File: config.mk
export PLATFORM = sky130hd
export DESIGN_NAME = cordic_phase_front_flat
export DESIGN_NICKNAME = d
export VERILOG_FILES = /design/src/rtl/cordic_phase_front_if.sv /design/src/rtl/cordic_phase_front.sv /design/src/flat_wrapper.sv
export SDC_FILE = /design/constraint.sdc
export NUM_CORES = 1
export LEC_CHECK = 0
export ABC_AREA = 1
export BUFFER_PORTS_ARGS = -buffer_cell sky130_fd_sc_hd__buf_2
export CELL_PAD_IN_SITES_DETAIL_PLACEMENT = 0
export CELL_PAD_IN_SITES_GLOBAL_PLACEMENT = 2
export CORE_ASPECT_RATIO = 1.1
export CORE_MARGIN = 5
export CORE_UTILIZATION = 29
export DETAILED_ROUTE_END_ITERATION = 8
export PLACE_DENSITY = 0.83
export SLEW_MARGIN = 20
export SYNTH_ARGS = -nofsm -noshare
export SYNTH_HDL_FRONTEND = slang
export SYNTH_SLANG_ARGS = --single-unit
File: constraint.sdc
create_clock -name clock -period 3.9 [get_ports clock]
set_clock_uncertainty 0.05 [all_clocks]
set_input_delay 0.195 -clock clock [delete_from_list [all_inputs] [get_ports clock]]
set_output_delay 0.195 -clock clock [all_outputs]
set_load 0.01 [all_outputs]
File: src/rtl/cordic_phase_front_if.sv
// rtl/cordic_phase_front_if.sv - tick/phase inputs and x/y/z/valid bundle for cordic_phase_front
interface cordic_phase_front_if;
    logic               tick;
    logic        [31:0] phase_inc;
    logic               phase_load;
    logic        [31:0] phase_init;
    logic signed [15:0] x_out;
    logic signed [15:0] y_out;
    logic signed [15:0] z_out;
    logic               valid_out;
    logic        [31:0] phase_out;

    modport master (
        output tick, phase_inc, phase_load, phase_init,
        input  x_out, y_out, z_out, valid_out, phase_out
    );

    modport slave (
        input  tick, phase_inc, phase_load, phase_init,
        output x_out, y_out, z_out, valid_out, phase_out
    );
endinterface

File: src/rtl/cordic_phase_front.sv
// rtl/cordic_phase_front.sv - phase accumulator, pi fold and radian scaling ahead of the first CORDIC stage
// Optional sample dither enabled by defining CORDIC_PHASE_DITHER_EN.
module cordic_phase_front #(
    parameter int X_INIT      = 19898,
    parameter int ANGLE_SCALE = 51472
) (
    input  logic clock,
    input  logic reset,
    cordic_phase_front_if.slave bus
);
    localparam logic signed [15:0] X_W     = 16'(X_INIT);
    localparam logic signed [32:0] SCALE_W = 33'(ANGLE_SCALE);

    logic        [31:0] acc_q, acc_d;
    logic        [31:0] acc_base;
    logic        [31:0] sample;
    logic signed [15:0] p;
    logic               fold;
    logic signed [15:0] p_a_q, p_a_d;
    logic               fold_a_q, fold_a_d;
    logic               valid_a_q, valid_a_d;
    logic signed [32:0] prod;
    logic signed [15:0] x_q, x_d;
    logic signed [15:0] z_q, z_d;
    logic               valid_q, valid_d;

`ifdef CORDIC_PHASE_DITHER_EN
    logic [15:0] lfsr_q, lfsr_d;
    logic        lfsr_fb;
`endif

    always_comb begin
        acc_base = bus.phase_load ? bus.phase_init : acc_q;
        acc_d    = bus.tick ? acc_base + bus.phase_inc : acc_base;

`ifdef CORDIC_PHASE_DITHER_EN
        // Dither only perturbs the emitted sample; the accumulator stays exact.
        lfsr_fb = lfsr_q[0] ^ lfsr_q[2] ^ lfsr_q[3] ^ lfsr_q[5];
        lfsr_d  = bus.tick ? {lfsr_fb, lfsr_q[15:1]} : lfsr_q;
        sample  = acc_base + {16'h0000, lfsr_q};
`else
        sample  = acc_base;
`endif

        p    = 16'(sample >> 16);
        // Angles outside [-pi/2, pi/2) have differing top two bits; rotate them by pi.
        fold = p[15] ^ p[14];

        p_a_d     = p_a_q;
        fold_a_d  = fold_a_q;
        valid_a_d = bus.tick;
        if (bus.tick) begin
            p_a_d    = fold ? (p ^ 16'sh8000) : p;
            fold_a_d = fold;
        end

        prod    = 33'(p_a_q) * SCALE_W;
        x_d     = x_q;
        z_d     = z_q;
        valid_d = valid_a_q;
        if (valid_a_q) begin
            z_d = 16'(prod >>> 16);
            x_d = fold_a_q ? -X_W : X_W;
        end
    end

    always_ff @(posedge clock or posedge reset) begin
        if (reset) begin
            acc_q     <= '0;
            p_a_q     <= '0;
            fold_a_q  <= 1'b0;
            valid_a_q <= 1'b0;
            x_q       <= '0;
            z_q       <= '0;
            valid_q   <= 1'b0;
        end else begin
            acc_q     <= acc_d;
            p_a_q     <= p_a_d;
            fold_a_q  <= fold_a_d;
            valid_a_q <= valid_a_d;
            x_q       <= x_d;
            z_q       <= z_d;
            valid_q   <= valid_d;
        end
    end

`ifdef CORDIC_PHASE_DITHER_EN
    always_ff @(posedge clock or posedge reset) begin
        if (reset) begin
            lfsr_q <= 16'hACE1;
        end else begin
            lfsr_q <= lfsr_d;
        end
    end
`endif

    assign bus.x_out     = x_q;
    assign bus.y_out     = 16'sd0;
    assign bus.z_out     = z_q;
    assign bus.valid_out = valid_q;
    assign bus.phase_out = acc_q;
endmodule

File: src/flat_wrapper.sv
// flat-port wrapper written by rule: the top's interface ports become plain ports
module cordic_phase_front_flat 
#(
    parameter int X_INIT      = 19898,
    parameter int ANGLE_SCALE = 51472
)
  (clock, reset, bus_tick, bus_phase_inc, bus_phase_load, bus_phase_init, bus_x_out, bus_y_out, bus_z_out, bus_valid_out, bus_phase_out);
  cordic_phase_front_if bus_i ();
  input  logic clock;
  input  logic reset;
  input wire logic [$bits(bus_i.tick)-1:0] bus_tick;
  input wire logic [$bits(bus_i.phase_inc)-1:0] bus_phase_inc;
  input wire logic [$bits(bus_i.phase_load)-1:0] bus_phase_load;
  input wire logic [$bits(bus_i.phase_init)-1:0] bus_phase_init;
  output wire logic [$bits(bus_i.x_out)-1:0] bus_x_out;
  output wire logic [$bits(bus_i.y_out)-1:0] bus_y_out;
  output wire logic [$bits(bus_i.z_out)-1:0] bus_z_out;
  output wire logic [$bits(bus_i.valid_out)-1:0] bus_valid_out;
  output wire logic [$bits(bus_i.phase_out)-1:0] bus_phase_out;
  assign bus_i.tick = bus_tick;
  assign bus_i.phase_inc = bus_phase_inc;
  assign bus_i.phase_load = bus_phase_load;
  assign bus_i.phase_init = bus_phase_init;
  assign bus_x_out = bus_i.x_out;
  assign bus_y_out = bus_i.y_out;
  assign bus_z_out = bus_i.z_out;
  assign bus_valid_out = bus_i.valid_out;
  assign bus_phase_out = bus_i.phase_out;
  cordic_phase_front #(.X_INIT(X_INIT), .ANGLE_SCALE(ANGLE_SCALE)) u_core (.clock(clock), .reset(reset), .bus(bus_i));
endmodule
==> flow_summary.json, run 1 <==
{
  "status": "complete, no violations",
  "final_common_cell": "nand2_1",
  "hp-start": "bus_phase_inc[0]",
  "synth_sequential_area_ratio_pct": 20.9,
  "setup_ws_ps": 122,
  "synthToLayoutAreaGrowth_pct": 27.8,
  "utilization_pct": 37.8,
  "num_rows": 64,
  "layout-drive-gt1-share_pct": 25.2,
  "grt_usage_pct": 16.3,
  "worst-path-max-fanout": 4,
  "antenna_found_initial": 0,
  "required_ps": 4090,
  "dieHeight_um": 187,
  "grt_pass1_wl_um": 41700,
  "synth-edff-count": 0,
  "synth-seq-cells": 69,
  "r2r_start": "u_core.p_a_q[2]",
  "core_mm2": 0.0279,
  "routed_via_density": 4.54,
  "rrSetupSlack_ps": 120,
  "path_class": "flop to flop",
  "final_cell_mix": "337 x nand2_1, 175 x inv_1, 131 x buf_2",
  "rsz0062_at_grt": "yes",
  "gp_congestion": 0.883,
  "max-slew-margin-rel_pct": 44.0,
  "critPathLaunchType": "flop",
  "postPlaceCellArea_mm2": 0.00957,
  "drv_slew": 0,
  "fin_crit_ps": 3780,
  "hold_class": "input pin to flop",
  "maxCapViolCount": 0,
  "syn_inst": 1182,
  "wire_per_inst_um": 15.1,
  "drtIter0Drc": 287,
  "syn_area_mm2": 0.00825,
  "worst_pin_slew_ps": 839,
  "start_util_pct": 29.5,
  "grt_max_degree": 43,
  "final_area_mm2": 0.0106,
  "clock_path_buffers": 2,
  "die_area_mm2": 0.0319,
  "async_reset_ff_share_pct": 100,
  "num_io_pins": 149,
  "setup_tns_ps": 0,
  "r2r_cells": 18,
  "ys_types": 41,
  "critPathArrivalTime_ps": 3970,
  "grt_pass1_vias": 8019,
  "place_ws_ps": -192,
  "cts_tree": "yes",
  "clock.fmax_mhz": 265,
  "htreeDepth": 3,
  "worstSetupStartpoint": "u_core.p_a_q[2]",
  "finalHoldViolCount": 0,
  "setup_viol": 0,
  "fill_cells": 3030,
  "cts-root-buf": "clkbuf_16",
  "die_w_um": 171,
  "clkLatencyLatePin_ps": 350,
  "vias": 7862,
  "hpwl_um": 21700,
  "synth_warnings": 0,
  "endpoint": "u_core.bus.z_out[10]",
  "ant_nets": 0,
  "drc": 0,
  "endpoint_kind": "flop",
  "r2r_end": "u_core.bus.z_out[10]",
  "portBuffers": 131,
  "numCtsBuffers": 9,
  "nets": 1568,
  "synth_area_per_cell_um2": 6.98,
  "finalCritPeriodShare_pct": 96.9,
  "grt-ovfl-total": 0,
  "n_antenna_cell": 0,
  "dr.pass1.iters": 4,
  "clock-sinks": 69,
  "synthFlopType": "dfrtp_1",
  "wl_um": 26100,
  "clk_pin_slew_ps": 70
}
## registers in the layout, summed over array words and instances (netlist names)
signal                cells
u_core.bus.phase_out     32
u_core.bus.z_out         16
u_core.p_a_q             15
u_core.bus.x_out          3
u_core.bus.valid_out      1
u_core.fold_a_q           1
u_core.valid_a_q          1
## through the flow
stage          std cells  hold slack [ps]
2_1_floorplan       1198              176
3_3_place_gp        1703              342
3_5_place_dp        1703              348
4_1_cts             1722              116
5_1_grt             1730              152
6_report            1730              121
## what timing repair did
| action | CTS | global route |
|---|---|---|
| pin swaps | 3 | 55 |
| gates resized for setup | 25 | 90 |
| buffers inserted | 2 | 9 |
| endpoints found under the hold margin | 41 | 0 |
| setup endpoints to repair | 15 | 16 |
| hold buffers | 1 | 0 |
## cells in the mapped netlist (7+ instances only)
cell	number	area (um^2)
xor2_1	7	61.3
o21ai_1	11	55.1
buf_4	29	218
xnor2_1	26	228
nand4_1	17	106
buf_2	7	35.0
nand3_1	68	340
inv_1	177	664
ha_1	102	1280
nor2_1	59	221
or2_2	8	50.1
clkbuf_1	10	37.5
mux2_2	12	135
dfrtp_1	69	1730
nand2_2	7	43.8
a21oi_1	58	290
nor3_1	7	35.0
fa_1	36	721
nand2_1	348	1310
o21ai_0	87	435
## area by class of cell
type	instances	area, um^2	share of cell area, %
Clock inverter	6	63.8	0.605
Multi-Input combinational cell	902	6210	58.9
Tap cell	363	454	4.30
Inverter	179	673	6.38
Timing Repair Buffer	201	1180	11.2
Clock buffer	10	229	2.17
Sequential cell	69	1740	16.5
## kinds of logic (layout without fill, tap and decap cells)
family | after synthesis | after routing | share of synthesized area (%)
XOR/XNOR | 33 | 33 | 3.50
AND/OR/NAND/NOR | 532 | 532 | 27.1
AO/OA/AOI/OAI | 169 | 169 | 10.7
buffers and inverters | 227 | 396 | 11.7
flip-flops | 69 | 69 | 20.9
other | 1 | 17 | 0.0454
adder cells (fa/ha/maj) | 138 | 138 | 24.2
multiplexers | 13 | 13 | 1.76
## per-layer routing
metal | share of wire [%] | global-route usage [%] | vias up | wire length (um)
li1 | - | - | 4109 | -
met1 | 43 | 20.0 | 3598 | 11300
met2 | 52 | 30.1 | 133 | 13600
met3 | 3.5 | 1.94 | 22 | 910
met4 | 1.2 | 3.69 | 0 | 304
met5 | 0 | 0 | - | 0
## critical path: stages (launching register included)
cell	delay, ps
dfrtp_2	440
ha_1	290
inv_1	50
fa_1	490
inv_1	40
fa_1	450
fa_1	530
ha_4	210
ha_4	320
nand2_4	90
buf_4	160
nor2_2	70
nand2_1	70
nand2_2	80
nand2_1	60
nand2_1	60
nand2_1	50
nand3_1	90
nand2_1	60
## worst min-delay path by stage
stage,to,slack [ps],cells after the start
after floorplan,u_core.valid_a_q,180,0
after CTS,u_core.bus.phase_out[0],120,4
final,u_core.bus.phase_out[0],120,4
after detailed placement,u_core.bus.phase_out[2],350,2
after global routing,u_core.bus.phase_out[0],150,4
after global placement,u_core.bus.phase_out[2],340,2
Power of run 1 is left out: the tool's default activity adds up to more than one toggle a clock period on the data nets, which glitch-free logic cannot reach.
==> run 2: changes to the inputs <==
--- a/config.mk
+++ b/config.mk
@@ -7,13 +7,12 @@
 export LEC_CHECK = 0
 export ABC_AREA = 1
 export BUFFER_PORTS_ARGS = -buffer_cell sky130_fd_sc_hd__buf_2
-export CELL_PAD_IN_SITES_DETAIL_PLACEMENT = 0
-export CELL_PAD_IN_SITES_GLOBAL_PLACEMENT = 2
-export CORE_ASPECT_RATIO = 1.1
+export CORE_ASPECT_RATIO = 0.8
 export CORE_MARGIN = 5
-export CORE_UTILIZATION = 29
+export CORE_UTILIZATION = 30
 export DETAILED_ROUTE_END_ITERATION = 8
-export PLACE_DENSITY = 0.83
+export GPL_ROUTABILITY_DRIVEN = 0
+export PLACE_DENSITY = 0.54
 export SLEW_MARGIN = 20
 export SYNTH_ARGS = -nofsm -noshare
 export SYNTH_HDL_FRONTEND = slang
==> flow_summary.json, run 2 (synthesis gave the netlist of run 1 again) <==
{
  "portBuffers": 131,
  "n_antenna_cell": 0,
  "fill_cells": 2830,
  "status": "complete, no violations",
  "layout-drive-gt1-share_pct": 26.6,
  "hp-start": "bus_phase_inc[0]",
  "fin_crit_ps": 3870,
  "rrSetupSlack_ps": 30,
  "antenna_found_initial": 0,
  "grt_usage_pct": 16.2,
  "path_class": "flop to flop",
  "numCtsBuffers": 9,
  "seq_area_mm2": 0.00173,
  "final_common_cell": "nand2_1",
  "final_cell_mix": "321 x nand2_1, 172 x inv_1, 131 x buf_2",
  "endpoint_kind": "flop",
  "r2r_end": "u_core.bus.z_out[12]",
  "dr.pass1.iters": 6,
  "synthToLayoutAreaGrowth_pct": 28.4,
  "num_rows": 54,
  "nets": 1562,
  "clock_path_buffers": 2,
  "hold_class": "input pin to flop",
  "min_to": "u_core.bus.phase_out[0]",
  "min_delay_path_depth": 4,
  "largest_register_ffs": 32,
  "rsz0062_at_grt": "yes",
  "utilization_pct": 38.9,
  "clkLatencyLatePin_ps": 350,
  "r2r_cells": 12,
  "grt_pass1_vias": 7753,
  "drtIter0Drc": 404,
  "wire_per_inst_um": 15.1,
  "maxCapViolCount": 0,
  "die_area_mm2": 0.0310,
  "required_ps": 4140,
  "clock.fmax_mhz": 258,
  "hpwl_um": 21000,
  "cts-root-buf": "clkbuf_16",
  "start_util_pct": 30.3,
  "wl_um": 26000,
  "grt-ovfl-total": 0,
  "drv_slew": 0,
  "ant_nets": 0,
  "finalCritPeriodShare_pct": 99.3,
  "die_w_um": 195,
  "multi_input_area_mm2": 0.00631,
  "worst_pin_slew_ps": 729,
  "num_io_pins": 149,
  "grt_pass1_wl_um": 40400,
  "critPathArrivalTime_ps": 4110,
  "vias": 8063,
  "max-slew-margin-rel_pct": 51.3,
  "worst-path-max-fanout": 5,
  "dieHeight_um": 158,
  "r2r_start": "u_core.p_a_q[6]",
  "htreeDepth": 3,
  "critPathLaunchType": "flop",
  "drc": 0,
  "grt_max_degree": 50,
  "routed_via_density": 4.68,
  "setup_viol": 0,
  "cts_tree": "yes",
  "clk_pin_slew_ps": 60,
  "core_mm2": 0.0272,
  "clock-sinks": 69,
  "finalHoldViolCount": 0
}
[run 2: stage by stage]
stage	setup TNS (ps)	instance area [um^2]	cells	setup slack, ps	hold slack (ps)
after floorplan	0	8310	1198	65.2	176
after global placement	-941	9540	1700	-168	205
after detailed placement	-1370	9540	1700	-213	201
after CTS	0	9990	1716	12.4	126
after global routing	-899	10600	1724	-154	164
final	0	10600	1724	28.0	149
[run 2: layout make-up]
cell class / count / share of cell area, %
multi-input cells: 902 / 59.5
flip-flops and latches: 69 / 16.3
repair buffers: 195 / 10.9
inverters: 179 / 6.34
well taps: 364 / 4.30
clock buffers: 10 / 2.25
clock inverters: 5 / 0.331
[run 2: critical path, stage by stage, from the launching register on]
cell     delay (ps)
dfrtp_1         430
ha_1            310
fa_1            520
fa_2            450
fa_1            530
ha_4            210
ha_4            310
nand4_1         220
nor3_2          290
nand4_1         180
nand4_1         160
nand3_2          80
nand2_1          70
[run 2: metal layers]
| metal | vias up | GRT usage [%] | wire length (um) | part of all wire, % |
|---|---|---|---|---|
| li1 | 4081 | - | - | - |
| met1 | 3760 | 22.9 | 12200 | 47 |
| met2 | 192 | 26.1 | 12100 | 46 |
| met3 | 30 | 2.64 | 1250 | 4.8 |
| met4 | 0 | 4.02 | 415 | 1.6 |
| met5 | - | 0 | 0 | 0 |
[run 2: worst max-delay path by stage]
stage	slack [ps]	cells past startpoint	start	end
finish	30	12	u_core.p_a_q[6]	u_core.bus.z_out[12]
global placement	-170	17	u_core.p_a_q[2]	u_core.bus.z_out[10]
floorplan	70	18	u_core.p_a_q[15]	u_core.bus.z_out[15]
CTS	10	15	u_core.p_a_q[3]	u_core.bus.z_out[14]
global route	-150	13	u_core.p_a_q[6]	u_core.bus.z_out[12]
detailed placement	-210	17	u_core.p_a_q[2]	u_core.bus.z_out[14]
[run 2: repair_timing]
action | CTS | global route
pin swaps | 3 | 66
resized for setup | 35 | 116
hold buffers | 1 | 0
endpoints found under the hold margin | 20 | 0
endpoints found under the setup margin | 13 | 16
buffers inserted | 0 | 8
Power of run 2 is left out for the same reason.
